File: src/rtl/cache_pkg.sv
// Shared types and sizes for the cache line fill/flush sequencer.
// Latency: none (declarations only).
// Backpressure: none (declarations only).
package cache_pkg;

    localparam int LINE_BEATS  = 16;
    localparam int LINE_ADDR_W = 15;
    localparam int BEAT_W      = 128;
    localparam int CNT_W       = 5;

    localparam logic [CNT_W-1:0] BEAT_END  = CNT_W'(LINE_BEATS);
    localparam logic [CNT_W-1:0] BEAT_LAST = CNT_W'(LINE_BEATS - 1);
    localparam logic [CNT_W-1:0] BEAT_ONE  = CNT_W'(1);

    typedef enum logic [2:0] {
        IDLE,
        WCMD,
        WDATA,
        WDONE,
        RCMD,
        RDATA,
        RDONE
    } seq_state_t;

endpackage

File: src/rtl/sync_ff.sv
// Multi-flop synchronizer for a single-bit level crossing into clk.
// Latency: STAGES cycles.
// Backpressure: none.
module sync_ff #(
    parameter int STAGES = 2
) (
    input  logic clk,
    input  logic rst,
    input  logic d,
    output logic q
);

    logic [STAGES-1:0] sr;

    always_ff @(posedge clk or posedge rst) begin
        if (rst) begin
            sr <= '0;
        end else begin
            sr <= {sr[STAGES-2:0], d};
        end
    end

    assign q = sr[STAGES-1];

endmodule

File: src/rtl/cache_line_sequencer.sv
// Moves one 16-beat line between cache port B and a burst memory port.
// Latency: request to busy SYNC_STAGES+1; write beats 17 cycles at full rate; fill write 1 cycle after each read beat.
// Backpressure: holds command until accepted; stalls port-B reads on write-data backpressure; read data has none.
module cache_line_sequencer
    import cache_pkg::*;
#(
    parameter int SYNC_STAGES = 2
) (
    input  logic                   mem_clk,
    input  logic                   rst,
    input  logic                   mem_rd,
    input  logic                   mem_wr,
    input  logic [LINE_ADDR_W-1:0] waddr,
    input  logic [LINE_ADDR_W-1:0] raddr,
    output logic                   rd_busy,
    output logic                   wr_busy,
    output logic                   cache_rd,
    output logic                   cache_wr,
    output logic [3:0]             cache_addr,
    input  logic [BEAT_W-1:0]      mem_dout,
    output logic [BEAT_W-1:0]      mem_din,
    output logic                   mc_cmd_valid,
    input  logic                   mc_cmd_ready,
    output logic                   mc_cmd_we,
    output logic [LINE_ADDR_W-1:0] mc_cmd_addr,
    output logic                   mc_wdata_valid,
    input  logic                   mc_wdata_ready,
    output logic [BEAT_W-1:0]      mc_wdata,
    input  logic                   mc_rdata_valid,
    input  logic [BEAT_W-1:0]      mc_rdata
);

    logic rd_s;
    logic wr_s;

    sync_ff #(.STAGES(SYNC_STAGES)) u_rd_sync (
        .clk (mem_clk),
        .rst (rst),
        .d   (mem_rd),
        .q   (rd_s)
    );

    sync_ff #(.STAGES(SYNC_STAGES)) u_wr_sync (
        .clk (mem_clk),
        .rst (rst),
        .d   (mem_wr),
        .q   (wr_s)
    );

    seq_state_t        state, state_nxt;
    logic [CNT_W-1:0]  beat, beat_nxt;
    logic [CNT_W-1:0]  issued, issued_nxt;
    logic              wdat_vld, wdat_vld_nxt;
    logic              fill_pend, fill_pend_nxt;
    logic              rd_busy_nxt, wr_busy_nxt;
    logic [BEAT_W-1:0] din_nxt;
    logic              wbeat_acc;

    assign wbeat_acc      = wdat_vld & mc_wdata_ready;
    assign mc_wdata_valid = wdat_vld;
    assign mc_wdata       = mem_dout;
    assign cache_wr       = fill_pend;

    always_comb begin
        state_nxt     = state;
        beat_nxt      = beat;
        issued_nxt    = issued;
        wdat_vld_nxt  = wdat_vld;
        fill_pend_nxt = 1'b0;
        rd_busy_nxt   = rd_busy;
        wr_busy_nxt   = wr_busy;
        din_nxt       = mem_din;
        cache_rd      = 1'b0;
        cache_addr    = 4'd0;
        mc_cmd_valid  = 1'b0;
        mc_cmd_we     = 1'b0;
        mc_cmd_addr   = '0;

        case (state)
            IDLE: begin
                // Write-back takes priority so a dirty victim is never overwritten by its fill.
                if (wr_s && !wr_busy) begin
                    state_nxt    = WCMD;
                    wr_busy_nxt  = 1'b1;
                    beat_nxt     = '0;
                    issued_nxt   = '0;
                    wdat_vld_nxt = 1'b0;
                end else if (rd_s && !rd_busy) begin
                    state_nxt   = RCMD;
                    rd_busy_nxt = 1'b1;
                    beat_nxt    = '0;
                end
            end
            WCMD: begin
                mc_cmd_valid = 1'b1;
                mc_cmd_we    = 1'b1;
                mc_cmd_addr  = waddr;
                if (mc_cmd_ready) begin
                    state_nxt = WDATA;
                end
            end
            WDATA: begin
                // Port B holds its output while idle, so the presented beat survives a stall.
                cache_rd     = (issued < BEAT_END) && (!wdat_vld || mc_wdata_ready);
                cache_addr   = issued[3:0];
                wdat_vld_nxt = cache_rd | (wdat_vld & ~mc_wdata_ready);
                if (cache_rd) begin
                    issued_nxt = issued + BEAT_ONE;
                end
                if (wbeat_acc) begin
                    beat_nxt = beat + BEAT_ONE;
                    if (beat == BEAT_LAST) begin
                        state_nxt = WDONE;
                    end
                end
            end
            WDONE: begin
                if (!wr_s) begin
                    wr_busy_nxt = 1'b0;
                    state_nxt   = IDLE;
                end
            end
            RCMD: begin
                mc_cmd_valid = 1'b1;
                mc_cmd_we    = 1'b0;
                mc_cmd_addr  = raddr;
                if (mc_cmd_ready) begin
                    state_nxt = RDATA;
                end
            end
            RDATA: begin
                if (mc_rdata_valid) begin
                    din_nxt       = mc_rdata;
                    fill_pend_nxt = 1'b1;
                end
                if (fill_pend) begin
                    cache_addr = beat[3:0];
                    beat_nxt   = beat + BEAT_ONE;
                    if (beat == BEAT_LAST) begin
                        state_nxt = RDONE;
                    end
                end
            end
            RDONE: begin
                if (!rd_s) begin
                    rd_busy_nxt = 1'b0;
                    state_nxt   = IDLE;
                end
            end
            default: begin
                state_nxt = IDLE;
            end
        endcase
    end

    always_ff @(posedge mem_clk or posedge rst) begin
        if (rst) begin
            state     <= IDLE;
            beat      <= '0;
            issued    <= '0;
            wdat_vld  <= 1'b0;
            fill_pend <= 1'b0;
            rd_busy   <= 1'b0;
            wr_busy   <= 1'b0;
            mem_din   <= '0;
        end else begin
            state     <= state_nxt;
            beat      <= beat_nxt;
            issued    <= issued_nxt;
            wdat_vld  <= wdat_vld_nxt;
            fill_pend <= fill_pend_nxt;
            rd_busy   <= rd_busy_nxt;
            wr_busy   <= wr_busy_nxt;
            mem_din   <= din_nxt;
        end
    end

endmodule

File: config.mk
export PLATFORM = sky130hd
export DESIGN_NAME = cache_line_sequencer
export DESIGN_NICKNAME = d
export VERILOG_FILES = /design/src/rtl/cache_pkg.sv /design/src/rtl/sync_ff.sv /design/src/rtl/cache_line_sequencer.sv
export SDC_FILE = /design/constraint.sdc
export NUM_CORES = 1
export LEC_CHECK = 0
export ABC_AREA = 1
export BUFFER_PORTS_ARGS = -buffer_cell sky130_fd_sc_hd__buf_2
export CAP_MARGIN = 10
export CORE_AREA = 2 2 225 227
export CTS_CLUSTER_DIAMETER = 100
export DETAILED_ROUTE_END_ITERATION = 7
export DIE_AREA = 0 0 227 229
export GPL_TIMING_DRIVEN = 0
export RECOVER_POWER = 100
export SYNTH_ARGS = -nofsm -noshare
export SYNTH_HDL_FRONTEND = slang
export SYNTH_SLANG_ARGS = --single-unit
File: constraint.sdc
create_clock -name mem_clk -period 6 [get_ports mem_clk]
set_input_delay 1.2 -clock mem_clk [delete_from_list [all_inputs] [get_ports mem_clk]]
set_output_delay 1.2 -clock mem_clk [all_outputs]
set_load 0.005 [all_outputs]
==> Word-level counts from Yosys, hierarchy flattened <==
Cells that the tools add are included.
Widths: inputs -> output; s select.
{ "op_classes": {"n_addsub": 2, "bitwise_logic": 4, "eq_ne": 20, "n_mux": 36, "reduce_logical": 20, "n_lt_le_gt_ge": 1} }
{ "op_table": {"columns": ["op", "count"], "rows": [
  ["$mux 3", 10],
  ["$mux 5", 6],
  ["$pmux 15 s2", 1],
  ["$ne 2x2->1 const B", 12],
  ["$pmux 3 s7", 1],
  ["$pmux 5 s3", 1],
  ["$mux 1", 11],
  ["$add 5x1->5 const B", 2],
  ["$pmux 5 s2", 1],
  ["$eq 3x3->1 const B", 3],
  ["$reduce_and 9->1", 1],
  ["$pmux 4 s2", 1],
  ["$reduce_and 4->1", 2],
  ["$eq 3x2->1 const B", 2],
  ["$pmux 1 s2", 3],
  ["$reduce_and 3->1", 2],
  ["$reduce_bool 2->1", 3],
  ["$eq 5x4->1 const B", 1],
  ["$lt 5x5->1 const B", 1],
  ["$mux 4", 1],
  ["$reduce_and 2->1", 2],
  ["$eq 3x1->1 const B", 1],
  ["$logic_and 1x1->1", 3],
  ["$logic_not 1->1", 3],
  ["other kinds (8)", 9]
]} }
{ "totals": {"output_inout_bits": 282, "reg_bits": 149, "inputBits": 293, "elab_cells": 93} }

==> Depth between registers and ports, before layout <==
{ "depth": {"ltp_word": 5, "ltp_mapped": 10, "ltp_nobuf": 9} }

==> By module <==
From an unflattened synthesis, not the netlist that was laid out.
{ "hier_totals": {"hier_cells": 840, "hier_area_um2": 7248.2} }
{ "by_module_without_submodules": {"columns": ["mod", "seq_area_each_um2", "area_each_um2", "cells_each", "instances"], "rows": [
  ["cache_line_sequencer", 3628.5, 7140.6, 834, 1],
  ["sync_ff", 50.0, 53.8, 3, 2]
]} }

==> Worst setup path before layout <==
Ideal clock, no wire load.
{ "synth_path": {"path_kind": "input port to output port", "startpoint": "input port mc_wdata_ready", "endpoint": "output port cache_rd", "path_stages": 4, "slack_ps": 3311, "t_arrival_ps": 1489, "path_buffers": 0, "path_cell_list": "inv_1 nand2_1 nand2_1 nor2_2"} }
{ "synth_between": {"elab_chain_cells": 3} }
{ "synth_lines": {"columns": ["element", "line_no", "rtl"], "rows": [
  ["start, declared", "cache_line_sequencer.sv:27", "input logic mc_wdata_ready,"],
  ["$logic_or 1x1->1", "cache_line_sequencer.sv:104", "cache_rd = (issued < BEAT_END) && (!wdat_vld || mc_wdata_ready);"],
  ["$logic_and 1x1->1", "cache_line_sequencer.sv:104", null],
  ["$mux 1", "cache_line_sequencer.sv:79", "case (state)"],
  ["end, declared", "cache_line_sequencer.sv:17", "output logic cache_rd,"]
]} }
Every way passes these cells.

==> Final worst setup path <==
{ "layout_path": {"startpoint": "register state[1]", "endpoint": "output port mc_cmd_addr[9]"} }
{ "layout_between": {"elab_chain_cells": 2, "elab_cells_between_ends": 3} }
{ "layout_lines": {"columns": ["element", "line_no", "rtl"], "rows": [
  ["start, declared", "cache_line_sequencer.sv:50", "seq_state_t state, state_nxt;"],
  ["start signal, assigned", "cache_line_sequencer.sv:167", "state <= state_nxt;"],
  ["$eq 3x3->1 or $eq 3x1->1 (tied branches)", "cache_line_sequencer.sv:79", null],
  ["$pmux 15 s2 *", "cache_line_sequencer.sv:79", null],
  ["end, declared", "cache_line_sequencer.sv:25", "output logic [LINE_ADDR_W-1:0] mc_cmd_addr,"]
]} }
Every way passes the cells marked *; elsewhere a longest branch is shown, timed or not.

==> flow_summary.ini <==
[worst_setup_path]
critPathCaptureType = output port
worstPathRequired_ps = 4800
crit_fanout = 10
crit_path_start = state[1]
start_kind = flop
rr_startpoint = state[1]
arrival_ps = 2990
critPathKind = reg -> out

[power_and_ir_drop]
p_per_area_mw_per_mm2 = 423
combPwrFrac_pct = 36.9
leakagePower_uw = 0.00574
ir_drop_mv = 0.240
internal-power_uw = 2830
p_seq_share_pct = 37.1
p_sw_uw = 1700
swShare_pct = 37.6
clockPowerShare_pct = 26.0
power.total_uw = 4520

[logic_synthesis]
yosys.area.top_type_share_pct = 51.5
syn_avg_cell_area_um2 = 8.58
yosysWarnings = 0
synthCells = 844
yosysSeqAreaShare_pct = 51.5
netlist_top_cells_area = dfrtp_1, nand2_1, buf_4, buf_6, a32o_1
synth_ff_type = dfrtp_1
synth_area_mm2 = 0.00724
syn_nets = 1140
synth-edff-count = 0
synth_async_sr_flop_share_pct = 100
ys_ff_latch = 149
synth.largest_area_cell = dfrtp_1
synth_cell_types = 29

[clock_tree]
cts_resized = 0
htree_levels = 4
cts.clk_slew.worst_paths_ps = 60
clkSinkCount = 149
cts_buffer_depth = 2
cts_tree = built
post_cts_buffers = 0
postCtsHoldBufs = 0
cts_root_buf = clkbuf_16
clk_latency_ps = 470
cts_buffers = 17

[timing]
fin_worst_skew_ps = 14.8
period_needed_ps = 4190
finalSetupViolations = 0
fin_setup_tns_ps = 0
fin_hold_ws_ps = 368
layout_setup_ws_ps = 1810
worst_pin_slew_ps = 3230
period_share_pct = 69.8
max_freq_mhz = 239
rsz0062_at_grt = false
drv_slew = 66
hold_viol = 0
slew_headroom_pct = -116

[layout]
layout_commonest_cell = nand2_1
fillCellCount = 5671
area_delta_synth_final_pct = 47.8
final_core_util_pct = 21.6
multiInputGateArea_mm2 = 0.00212
diodes = 0
mostFrequentLayoutCells = nand2_1, buf_2, clkbuf_1
final_nets = 1606
regArea_mm2 = 0.00373
drive_above_1_share_pct = 36.8

[grt]
grt_max_degree = 85
antenna_found_initial = 8
grt_pass1_wl_um = 41000
grt_pass1_vias = 6921
grtUsageTotal_pct = 11.0
gr-total-overflow = 0

[job]
drv_cap = 1

[drt]
viasPerCell = 3.57
first_iter_violations = 275
drtAntennaViolNets = 0
route.detailed.drc = 0
drtPass1Iterations = 5
vias = 7109
wire_per_inst_um = 14.8
wl_um = 29400

[floorplan]
start_util_pct = 14.6
core_area_mm2 = 0.0497
dieWidth_um = 227
num_io_pins = 575
rows = 82
design.die.area_mm2 = 0.0520
die_h_um = 229

[min_path]
hold_path_startpoint = u_rd_sync.sr[0]
hp-class = reg -> reg

[placed_design]
hpwl_um = 23800
place_congestion = 0.848
dpl_worst_slack_ps = 2840
port_buffers = 446

[status]
run_status = finished with violations
violations = max-capacitance violations, max-slew violations
## area by class of cell
cell class / count / area share [%]
buffer: 164 / 11.3
clock buffer: 19 / 4.23
clock inverter: 12 / 1.67
inverter: 24 / 0.865
multi-input combinational: 507 / 19.8
sequential: 149 / 34.8
tap: 672 / 7.85
timing repair buffer: 447 / 19.4
## Yosys cell counts (2+ instances only)
| cell | number |
|---|---|
| a21oi_1 | 4 |
| a31oi_1 | 2 |
| a32o_1 | 15 |
| buf_2 | 16 |
| buf_4 | 133 |
| buf_6 | 15 |
| dfrtp_1 | 149 |
| ha_1 | 3 |
| inv_1 | 21 |
| inv_2 | 2 |
| nand2_1 | 423 |
| nand2_2 | 4 |
| nand3_1 | 16 |
| nand4_1 | 3 |
| nor2_1 | 7 |
| nor2_2 | 6 |
| nor3_1 | 4 |
| o21ai_0 | 9 |
| o32ai_1 | 2 |
## cells by family after synthesis
family	Yosys count	share of synthesized area, %
xor+xnor	2	0.242
flops	149	51.5
compound gates	35	3.66
fa+ha+maj	3	0.518
simple gates	467	25.6
buf+inv	188	18.5
## stage by stage
step / cells / cell area, µm²
2_1_floorplan: 844 / 7240
3_3_place_gp: 1962 / 10300
3_5_place_dp: 1963 / 10300
4_1_cts: 1994 / 11000
5_1_grt: 1994 / 10700
6_report: 1994 / 10700
## power by group through the flow
| stage | clock, µW | sequential (µW) | combinational, µW |
|---|---|---|---|
| floorplan | 0 | 1700 | 892 |
| global placement | 0 | 1660 | 1830 |
| detailed placement | 0 | 1670 | 1850 |
| CTS | 1230 | 1670 | 1850 |
| global route | 1250 | 1730 | 1900 |
| finish | 1180 | 1680 | 1670 |
## worst max-delay path, stage by stage (launching register included)
cell	delay (ps)
dfrtp_1	350
clkbuf_1	200
nor2_1	780
clkbuf_1	540
a32o_1	300
clkbuf_1	340
## registers in the layout, indices dropped and copies added (netlist names)
register and flops:
mem_din 128, wr_busy 1, state 3, rd_busy 1, u_rd_sync.sr 2, mc_wdata_valid 1
cache_wr 1, u_wr_sync.sr 2, issued 5, beat 5
## path summary, 6_finish.rpt
kind	depth (start not counted)	slack, ps	endpoint
worst max-delay path	5	1810	mc_cmd_addr[9]
worst min-delay path	0	370	u_rd_sync.sr[1]
worst max register to register	9	2760	mem_din[27]
worst min register to register	0	370	u_rd_sync.sr[1]
max in group asynchronous	2	2880	mem_din[18]
min in group asynchronous	2	1660	mem_din[99]
## metal layers
layer / global-route usage, % / vias to the layer above / wire, µm
li1: - / 3408 / -
met1: 10.8 / 3269 / 10700
met5: 0 / - / 23
met2: 20.6 / 381 / 15600
met4: 4.84 / 4 / 767
met3: 3.78 / 47 / 2420
(Power assumes the default switching activity.)
